`src/rtl/mdu_pkg.sv`:
```
// Shared types for the iterative RV32M multiply/divide unit.
package mdu_pkg;

  localparam logic [6:0] M_FUNCT7 = 7'b0000001;

  typedef enum logic [2:0] {
    OP_MUL    = 3'd0,
    OP_MULH   = 3'd1,
    OP_MULHSU = 3'd2,
    OP_MULHU  = 3'd3,
    OP_DIV    = 3'd4,
    OP_DIVU   = 3'd5,
    OP_REM    = 3'd6,
    OP_REMU   = 3'd7
  } mdu_op_e;

  typedef enum logic [1:0] {
    IDLE = 2'd0,
    CALC = 2'd1,
    FIX  = 2'd2,
    DONE = 2'd3
  } mdu_state_e;

endpackage

```
`src/rtl/mdu.sv`:
```
// Iterative RV32M unit: shift-add multiply and restoring divide, one bit per cycle.
module mdu
  import mdu_pkg::*;
#(
  parameter int unsigned WIDTH = 32
) (
  input  logic             clk,
  input  logic             rst_n,
  input  logic             start,
  input  logic             flush,
  input  logic [2:0]       funct3,
  input  logic [WIDTH-1:0] op_a,
  input  logic [WIDTH-1:0] op_b,
  output logic             busy,
  output logic             done,
  output logic [WIDTH-1:0] result
);

  localparam int unsigned CNT_W = $clog2(WIDTH);

  mdu_state_e         state_q, state_d;
  mdu_op_e            op_q, op_d;
  logic [CNT_W-1:0]   cnt_q, cnt_d;
  logic [2*WIDTH-1:0] acc_q, acc_d;
  logic [WIDTH-1:0]   mc_q, mc_d;
  logic               neg_q, neg_d;
  logic [WIDTH-1:0]   res_q, res_d;

  // Incoming operand conditioning
  mdu_op_e          fop;
  logic             in_div, in_rem, sgn_a, sgn_b, div_zero, div_ovf;
  logic [WIDTH-1:0] mag_a, mag_b;

  assign fop      = mdu_op_e'(funct3);
  assign in_div   = funct3[2];
  assign in_rem   = funct3[1];
  assign sgn_a    = op_a[WIDTH-1] && (fop == OP_MULH || fop == OP_MULHSU ||
                                      fop == OP_DIV  || fop == OP_REM);
  assign sgn_b    = op_b[WIDTH-1] && (fop == OP_MULH || fop == OP_DIV || fop == OP_REM);
  assign mag_a    = sgn_a ? -op_a : op_a;
  assign mag_b    = sgn_b ? -op_b : op_b;
  assign div_zero = in_div && (op_b == '0);
  assign div_ovf  = (fop == OP_DIV || fop == OP_REM) && (op_b == '1) &&
                    (op_a == {1'b1, {(WIDTH-1){1'b0}}});

  // One iteration of each algorithm
  logic [WIDTH:0]     mul_sum, rem_sh, rem_diff;
  logic               rem_ge;
  logic [2*WIDTH-1:0] mul_step, div_step, prod;
  logic [WIDTH-1:0]   quo, rmd, fix_val;

  assign mul_sum  = {1'b0, acc_q[2*WIDTH-1:WIDTH]} + (acc_q[0] ? {1'b0, mc_q} : '0);
  assign mul_step = {mul_sum, acc_q[WIDTH-1:1]};
  assign rem_sh   = {acc_q[2*WIDTH-1:WIDTH], acc_q[WIDTH-1]};
  assign rem_ge   = rem_sh >= {1'b0, mc_q};
  assign rem_diff = rem_sh - {1'b0, mc_q};
  assign div_step = {rem_ge ? rem_diff[WIDTH-1:0] : rem_sh[WIDTH-1:0],
                     acc_q[WIDTH-2:0], rem_ge};

  assign prod = neg_q ? -acc_q : acc_q;
  assign quo  = neg_q ? -acc_q[WIDTH-1:0] : acc_q[WIDTH-1:0];
  assign rmd  = neg_q ? -acc_q[2*WIDTH-1:WIDTH] : acc_q[2*WIDTH-1:WIDTH];

  always_comb begin
    fix_val = '0;
    case (op_q)
      OP_MUL:                       fix_val = prod[WIDTH-1:0];
      OP_MULH, OP_MULHSU, OP_MULHU: fix_val = prod[2*WIDTH-1:WIDTH];
      OP_DIV, OP_DIVU:              fix_val = quo;
      default:                      fix_val = rmd;
    endcase
  end

  always_comb begin
    state_d = state_q;
    op_d    = op_q;
    cnt_d   = cnt_q;
    acc_d   = acc_q;
    mc_d    = mc_q;
    neg_d   = neg_q;
    res_d   = res_q;
    case (state_q)
      IDLE: begin
        if (start) begin
          op_d  = fop;
          cnt_d = '0;
          if (div_zero) begin
            res_d   = in_rem ? op_a : '1;
            state_d = DONE;
          end else if (div_ovf) begin
            res_d   = in_rem ? '0 : op_a;
            state_d = DONE;
          end else if (in_div) begin
            acc_d   = {{WIDTH{1'b0}}, mag_a};
            mc_d    = mag_b;
            neg_d   = in_rem ? sgn_a : (sgn_a ^ sgn_b);
            state_d = CALC;
          end else begin
            acc_d   = {{WIDTH{1'b0}}, mag_b};
            mc_d    = mag_a;
            neg_d   = sgn_a ^ sgn_b;
            state_d = CALC;
          end
        end
      end
      CALC: begin
        acc_d = op_q[2] ? div_step : mul_step;
        cnt_d = cnt_q + 1'b1;
        if (cnt_q == CNT_W'(WIDTH - 1)) state_d = FIX;
      end
      FIX: begin
        res_d   = fix_val;
        state_d = DONE;
      end
      default: state_d = IDLE;
    endcase
    // Abort overrides everything, including a result capture in FIX.
    if (flush) begin
      state_d = IDLE;
      res_d   = res_q;
    end
  end

  always_ff @(posedge clk or negedge rst_n) begin
    if (!rst_n) begin
      state_q <= IDLE;
      op_q    <= OP_MUL;
      cnt_q   <= '0;
      acc_q   <= '0;
      mc_q    <= '0;
      neg_q   <= 1'b0;
      res_q   <= '0;
    end else begin
      state_q <= state_d;
      op_q    <= op_d;
      cnt_q   <= cnt_d;
      acc_q   <= acc_d;
      mc_q    <= mc_d;
      neg_q   <= neg_d;
      res_q   <= res_d;
    end
  end

  assign busy   = (state_q != IDLE);
  assign done   = (state_q == DONE);
  assign result = res_q;

endmodule

```
`config.mk`:
```
export PLATFORM = sky130hd
export DESIGN_NAME = mdu
export DESIGN_NICKNAME = d
export VERILOG_FILES = /design/src/rtl/mdu_pkg.sv /design/src/rtl/mdu.sv
export SDC_FILE = /design/constraint.sdc
export NUM_CORES = 1
export LEC_CHECK = 0
export CORE_UTILIZATION = 55
export CTS_CLUSTER_SIZE = 30
export DETAILED_ROUTE_END_ITERATION = 7
export GPL_ROUTABILITY_DRIVEN = 1
export PLACE_DENSITY = 0.75
export SLEW_MARGIN = 30
export SYNTH_ARGS = -nofsm -noshare
export SYNTH_HDL_FRONTEND = slang
export SYNTH_SLANG_ARGS = --single-unit
export TNS_END_PERCENT = 5
```
`constraint.sdc`:
```
create_clock -name clk -period 7 [get_ports clk]
set_input_delay 1.75 -clock clk [delete_from_list [all_inputs] [get_ports clk]]
set_output_delay 1.75 -clock clk [all_outputs]
set_load 0.005 [all_outputs]
```
=== Word-level counts from Yosys, hierarchy flattened ===
Index checks and enable logic that the tools add are counted.

* Bits in registers: 139
* Output and inout port bits: 34

* Reduce and logical (&&, ||, !) cells: 25
* Bitwise gates (word level): 4
* Order comparisons: 1
* $add $sub $neg: 8
* Equality and inequality tests: 21
* Mux-type cells: 31

{| class="wikitable"
|+ Operators with widths
! cell !! number
|-
| $mux 32 || 13
|-
| $mux 64 || 5
|-
| $neg 32->32 || 4
|-
| $pmux 64 s2 || 1
|-
| $pmux 32 s3 || 1
|-
| $eq 32x32->1 const B || 2
|-
| $neg 64->64 || 1
|-
| $pmux 32 s2 || 1
|-
| $add 32x32->33 || 1
|-
| $ge 33x32->1 || 1
|-
| $logic_not 32->1 || 1
|-
| $sub 32x32->32 || 1
|-
| $eq 3x3->1 const B || 4
|-
| $reduce_and 4->1 || 3
|-
| $mux 2 || 5
|-
| $pmux 5 s2 || 1
|-
| $eq 3x2->1 const B || 3
|-
| $ne 3x3->1 const B || 3
|-
| $eq 3x1->1 const B || 2
|-
| $logic_or 1x1->1 || 6
|-
| $ne 2x2->1 const B || 3
|-
| $pmux 2 s3 || 1
|-
| $reduce_and 2->1 || 3
|-
| $reduce_bool 2->1 || 3
|-
| other kinds (13) || 21
|}

=== Depth between registers and ports, before layout ===
Gate-level depths: netlist of the first run.

* Depth after elaboration: 11
* Gate-level depth with buffers: 14
* Mapped depth without buffers: 13

=== Worst setup path before layout of the first run ===
No wires, ideal clock.

* Path kind: input to register
* Start: input port op_a[2]
* End: register res_q[7] (netlist: result[7])
* Stages on the path: 10
* Setup time: 0.126 ns
* Data required time: 6.874 ns
* Arrival: 3.870 ns
* Slack: 3.004 ns
* Buffers on the path: 3
* Cell sequence: clkbuf_2 -> or3_4 -> nor4b_4 -> nand3_1 -> o21ai_2 -> a31oi_1 -> or2_1 -> buf_2 -> buf_6 -> a221o_1

* Longest elaborated chain between the ends: 4

{| class="wikitable"
|+ RTL lines
! element !! line !! source
|-
| from (decl) || mdu.sv:12 || <nowiki>input logic [WIDTH-1:0] op_a,</nowiki>
|-
| $eq 32x32->1 || mdu.sv:44 || <nowiki>(op_a == {1'b1, {(WIDTH-1){1'b0}}});</nowiki>
|-
| $logic_and 1x1->1 || mdu.sv:43 || <nowiki>assign div_ovf = (fop == OP_DIV || fop == OP_REM) && (op_b == '1) &&</nowiki>
|-
| $ne 3x3->1 (no source line) || n/a ||
|-
| $reduce_and 4->1 (no source line) || n/a ||
|-
| to (signal assigned) || mdu.sv:140 || <nowiki>res_q <= res_d;</nowiki>
|-
| to (decl) || mdu.sv:27 || <nowiki>logic [WIDTH-1:0] res_q, res_d;</nowiki>
|}

No other way between the ends.
A chain may end at the register's enable or synchronous reset.

=== Final worst setup path of the first run ===
* Start: input port op_a[25]
* End: register res_q[17] (netlist: result[17])

Same word-level chain as after synthesis.

==> results of run 1 <==
power groups by stage:
stage          sequential, mW  clock, mW  combinational [mW]
3_3_place_gp             1.67          0                5.25
5_1_grt                  1.74      0.993                5.98
6_report                 1.71      0.958                5.55
2_1_floorplan            1.39          0                3.97
3_5_place_dp             1.69          0                5.33
4_1_cts                  1.68      0.956                5.36
cell usage after synthesis, types with 51 or more instances:
cell type / n
nand2_1: 205
ha_1: 75
xor2_1: 69
a21oi_1: 209
inv_1: 75
o21ai_0: 184
xnor2_1: 89
nor2_1: 262
a211oi_1: 51
clkbuf_1: 95
nor3_1: 52
dfrtp_1: 139
registers in the layout, summed over array words and instances (netlist names):
signal / flops
neg_q: 1
mc_q: 32
result: 32
state_q: 2
acc_q: 64
op_q: 3
cnt_q: 5
layout make-up:
cell class	count	area, µm²	area share, %
Multi-Input combinational cell	1746	11140	64.83
Inverter	77	289.0	1.682
Clock inverter	15	178.9	1.041
Timing Repair Buffer	126	1205	7.011
Tap cell	372	465.4	2.708
Clock buffer	17	425.4	2.475
Sequential cell	139	3481	20.25
kinds of logic (layout without fill, tap and decap cells):
family,count (synthesis),count (layout)
buffers and inverters,217,235
AND/OR/NAND/NOR,738,738
adder cells (fa/ha/maj),79,79
AO/OA/AOI/OAI,701,701
XOR/XNOR,158,158
flip-flops,139,139
multiplexers,70,70
routing by layer:
layer | up-vias | wire (µm) | GRT usage (%)
met5 | - | 0 | 0
met4 | 0 | 2836 | 19.00
li1 | 7649 | - | -
met2 | 1042 | 24850 | 60.12
met1 | 7850 | 23970 | 56.31
met3 | 149 | 6780 | 9.025
how the worst max path moves through the flow:
stage	from	endpoint	slack, ps	cells past startpoint
finish	op_a[25]	result[17]$_DFFE_PN0P_	2120	11
global route	op_a[25]	result[17]$_DFFE_PN0P_	1960	11
CTS	op_a[25]	result[17]$_DFFE_PN0P_	2230	11
detailed placement	op_a[25]	result[17]$_DFFE_PN0P_	1760	11
global placement	op_b[30]	result[17]$_DFFE_PN0P_	1890	11
floorplan	op_a[2]	result[7]$_DFFE_PN0P_	3000	10
critical path: stages:
cell and delay, ps:
clkdlybuf4s50_1 520, or4_1 620, nor4_1 380, nand4_1 290, o21ai_2 270, a31oi_1 150
nor2_2 120, buf_4 260, nand2_1 240, a2111oi_0 490, a21oi_1 80
==> reports/summary.txt, run 1 <==
Hold path depth - 2
Sw frac - 55.00%
Most frequent cells in the layout - 261 x nor2_1, 209 x a21oi_1, 205 x nand2_1, 184 x o21ai_0, 137 x dfrtp_1
Via count - 16690
Count of unresolved DRC violations after routing - 0
Critical hold path startpoint - mc_q[13]$_DFFE_PN0P_
Clock buffer depth - 2
GP Congestion - 1.021
Main combinational cell family by area after synthesis - compound AO/OA/AOI/OAI gates
Lkg Pwr - 7.004 nW
Final hold vios - 0
FF-to-FF Start - acc_q[43]$_DFFE_PN0P_
Setup slack after layout - 2120 ps
Crit Path Class - input pin to flop
Largest net degree at the start of global routing - 85
Routed Antenna Nets - 0
WL final - 58440 µm
Drt wl/cell - 23.45 µm
Core Util, Final - 63.06%
Tot GR Track Use - 40.69%
Clock root buffer - clkbuf_16
Gr ovfl total - 0
R2r setup slk - 2530 ps
Asr flop ratio synth - 100.0%
HPWL reported at the end of detailed placement - 44840 µm
Worst Path Max Fanout - 25
Crit start category - input pin
Min cycle time layout - 4880 ps
Top Ports - 105
Initial antenna violation count - 1
TritonCTS Sinks - 139
Via density - 6.697
First-pass GRT wire length - 88530 µm
Syn avg cell area - 7.343 µm²
Number of fill cells - 2496
Port bufs - 104
Clock share of power - 11.7%
Mux cell area share after synthesis - 4.864%
Top post-synthesis cells by area - dfrtp_1 23%, a21oi_1 6.8%, nor2_1 6.4%
Total of max-cap violations - 0
Total CTS buffers - 17
Post-synthesis cell count - 2102
Tot Pwr - 8.218 mW
Die span in y - 169.5 µm
RSZ-0062 raised after global routing - no
Final Net Count - 2255
Post-CTS Hold Fix Bufs - 0
Crit path capture type - flop
Die Area - 0.02874 mm²
Slew Viols, Final - 0
Yosys reg bits - 139
Synth Area in Simple Gates - 23.18%
Yosys warns - 0
Hold slack - 483.5 ps
Combinational share of power - 67.5%
Crit path DAT - 5190 ps
Core footprint - 0.02725 mm²
Yosys top cell area share - 22.54%
DP Worst Slack - 1763 ps
Crit share post-route - 69.71%
R2r worst-path depth - 10
Post-DP Area - 0.01658 mm²
Clk_lat worst skew - 450 ps
Post-synthesis sequential area ratio - 22.54%
Sequential share of power - 20.8%
Syn_nets - 2250
Final Cell Area - 0.01719 mm²
Setup repair bufs after CTS - 0
Status - completed
Post-Synth Adder-Cell Area - 6.469%
Worst Hold Class - flop to flop
DR pass1 iterations - 7
Initial DRC Count - 2829
H-tree levels - 4
Internal - 3.698 mW
Leading cell type in the layout, fill and taps excluded - nor2_1
R2R Path End - acc_q[42]$_DFFE_PN0P_
Clock Skews - 14.03 ps
Synthesized area - 0.01543 mm²
Synth Flop Type - dfrtp_1
Gates resized, CTS repair - 0
Switching power - 4.520 mW
Final setup viols - 0
Initial Utilization - 56.64%
Worst Hold End - mc_q[13]$_DFFE_PN0P_
Max VDD drop - 0.2367 mV
Xor and xnor fraction of the mapped netlist area - 8.966%
TNS Setup - 0 ps
# rows - 60
Cells after DPL - 2460
Pwr Density - 478.2 mW/mm²
Cell taking the most area after synthesis - dfrtp_1
Max Clock Freq - 204.9 MHz
Worst-margin pin slew - 907.0 ps
Number of global-route vias before repair - 14970
Post-synthesis cell type count - 85
Area delta synth->final - 11.34%
Compound-Gate Fraction of Synth Area - 28.38%
CTS tree - yes
Fraction of layout cells with a size suffix above 1 - 6.415%
Die X - 169.5 µm
Final cell count without fillers - 2492
Clock Pin Slew Worst Setup and Hold Paths - 80 ps
Post-synth EDFFs - 0
Relative slew slack - 39.39%
Antenna Cells - 0
Data required, critical path - 7310 ps
(Power assumes the default switching activity.)
==> inputs of run 2 (changes only) <==
clock period = 4.5 ns   (was 7 ns; I/O delays follow)
==> run 2 against run 1 <==
Against the previous run:
- total power up 61%
- register-to-register slack lost 2200 ps
- highest routed layer unchanged
- sequential cell count did not move
- via count grew 2.2%
==> reports/summary.txt, run 2 (synthesis results as in run 1) <==
Top Ports - 105
Die span in y - 169.5 µm
Footprint of the multi-input gates - 0.01113 mm²
Total CTS buffers - 17
Hold path depth - 2
Final hold vios - 0
First-pass GRT wire length - 92120 µm
Core footprint - 0.02725 mm²
Via count - 17060
Final setup viols - 0
Crit start category - flop
Initial antenna violation count - 0
Worst-margin pin slew - 1022 ps
Initial DRC Count - 2723
Clock Skews - 22.90 ps
Lkg Pwr - 7.390 nW
Final Cell Area - 0.01779 mm²
# rows - 60
Routed Antenna Nets - 0
Initial Utilization - 56.64%
Data required, critical path - 4800 ps
Count of unresolved DRC violations after routing - 0
Die X - 169.5 µm
HPWL reported at the end of detailed placement - 47600 µm
Gr ovfl total - 0
Most flops, register - acc_q
Worst Hold Class - flop to flop
TNS Setup - 0 ps
Pwr Density - 742.1 mW/mm²
Worst Path Max Fanout - 6
Seq. cell area - 0.003481 mm²
Number of fill cells - 2442
Crit path DAT - 4420 ps
Number of global-route vias before repair - 15510
Fraction of layout cells with a size suffix above 1 - 9.319%
DR pass1 iterations - 6
Slew Viols, Final - 0
Relative slew slack - 31.59%
Area delta synth->final - 15.24%
Clock buffer depth - 2
Max FFs per register - 64
R2r setup slk - 380 ps
Tot GR Track Use - 42.63%
Max Clock Freq - 242.6 MHz
WL final - 61180 µm
R2r worst-path depth - 14
Leading cell type in the layout, fill and taps excluded - nor2_1
Most frequent cells in the layout - 261 x nor2_1, 209 x a21oi_1, 205 x nand2_1, 184 x o21ai_0, 137 x dfrtp_1
Hold slack - 482.5 ps
Clock Pin Slew Worst Setup and Hold Paths - 80 ps
Post-DP Area - 0.01717 mm²
GP Congestion - 1.030
Total of max-cap violations - 0
Setup repair bufs after CTS - 0
Max VDD drop - 0.4461 mV
R2R Path End - acc_q[61]$_DFFE_PN0P_
Drt wl/cell - 23.89 µm
RSZ-0062 raised after global routing - no
Post-CTS Hold Fix Bufs - 0
Worst Hold End - mc_q[5]$_DFFE_PN0P_
Gates resized, CTS repair - 0
Crit Path Class - flop to flop
Crit path capture type - flop
TritonCTS Sinks - 139
FF-to-FF Start - acc_q[0]$_DFFE_PN0P_
Port bufs - 104
Crit share post-route - 91.60%
Status - completed
Clock root buffer - clkbuf_16
Largest net degree at the start of global routing - 108
Min cycle time layout - 4122 ps
Antenna Cells - 0
CTS tree - yes
Tot Pwr - 13.20 mW
H-tree levels - 4
Clk_lat worst skew - 450 ps
Via density - 6.662
Critical hold path startpoint - mc_q[5]$_DFFE_PN0P_
Final Net Count - 2324
Die Area - 0.02874 mm²
==> run 2: changes by cell type in the layout (fill, tap and decap cells not counted), moves of 2 or more <==
cell,change
clkinvlp_4,-2
clkbuf_8,+2
clkinv_4,+2
buf_12,+6
buf_4,+62
clkinv_8,-3
==> run 2: power breakdown <==
part	internal, mW	total (mW)	leakage, nW	switching, mW
Combinational	3.43	9.15	5.33	5.72
Clock	0.857	1.54	0.300	0.686
Sequential	1.76	2.51	1.76	0.753
Total	6.04	13.2	7.39	7.16
==> run 2: how the worst max path moves through the flow <==
| stage | from | endpoint | slack, ps | cells after the start |
|---|---|---|---|---|
| 2_1_floorplan | op_a[2] | result[7]$_DFFE_PN0P_ | 1130 | 10 |
| 3_3_place_gp | op_a[14] | acc_q[27]$_DFFE_PN0P_ | 380 | 9 |
| 3_5_place_dp | op_a[27] | mc_q[7]$_DFFE_PN0P_ | 270 | 9 |
| 4_1_cts | acc_q[0]$_DFFE_PN0P_ | acc_q[61]$_DFFE_PN0P_ | 500 | 14 |
| 5_1_grt | acc_q[0]$_DFFE_PN0P_ | acc_q[61]$_DFFE_PN0P_ | 240 | 14 |
| 6_report | acc_q[0]$_DFFE_PN0P_ | acc_q[61]$_DFFE_PN0P_ | 380 | 14 |
==> run 2: cell type report <==
class,instances,share of cell area [%]
Tap cell,372,2.617
Clock inverter,14,0.9778
Clock buffer,18,2.469
Sequential cell,139,19.57
Inverter,77,1.625
Multi-Input combinational cell,1746,62.60
Timing Repair Buffer,195,10.14
==> run 2: worst max-delay path: stages, from the launching register on <==
cell	delay, ps
dfrtp_1	530
and2_1	200
ha_1	200
inv_1	60
fa_1	380
nand2b_1	180
a211o_1	290
a31oi_1	420
a2111oi_0	250
buf_4	210
nor4_1	460
nor3_1	130
nor3_1	360
xnor2_1	170
o221ai_1	130
==> run 2: stage by stage <==
step | worst slack [ps] | util [%] | cells
finish | 378.2 | 65.27 | 2561
global route | 241.6 | 65.27 | 2561
CTS | 504.1 | 65.25 | 2561
detailed placement | 274.8 | 63.00 | 2529
global placement | 382.3 | 63.00 | 2529
floorplan | 1129 | - | 2102
==> run 2: layer usage <==
metal | vias to the layer above | GRT usage [%] | share of wire (%)
li1 | 7787 | - | -
met1 | 8028 | 58.64 | 41
met2 | 1081 | 64.04 | 43
met3 | 166 | 8.675 | 11
met4 | 0 | 19.86 | 5.3
met5 | - | 0 | 0
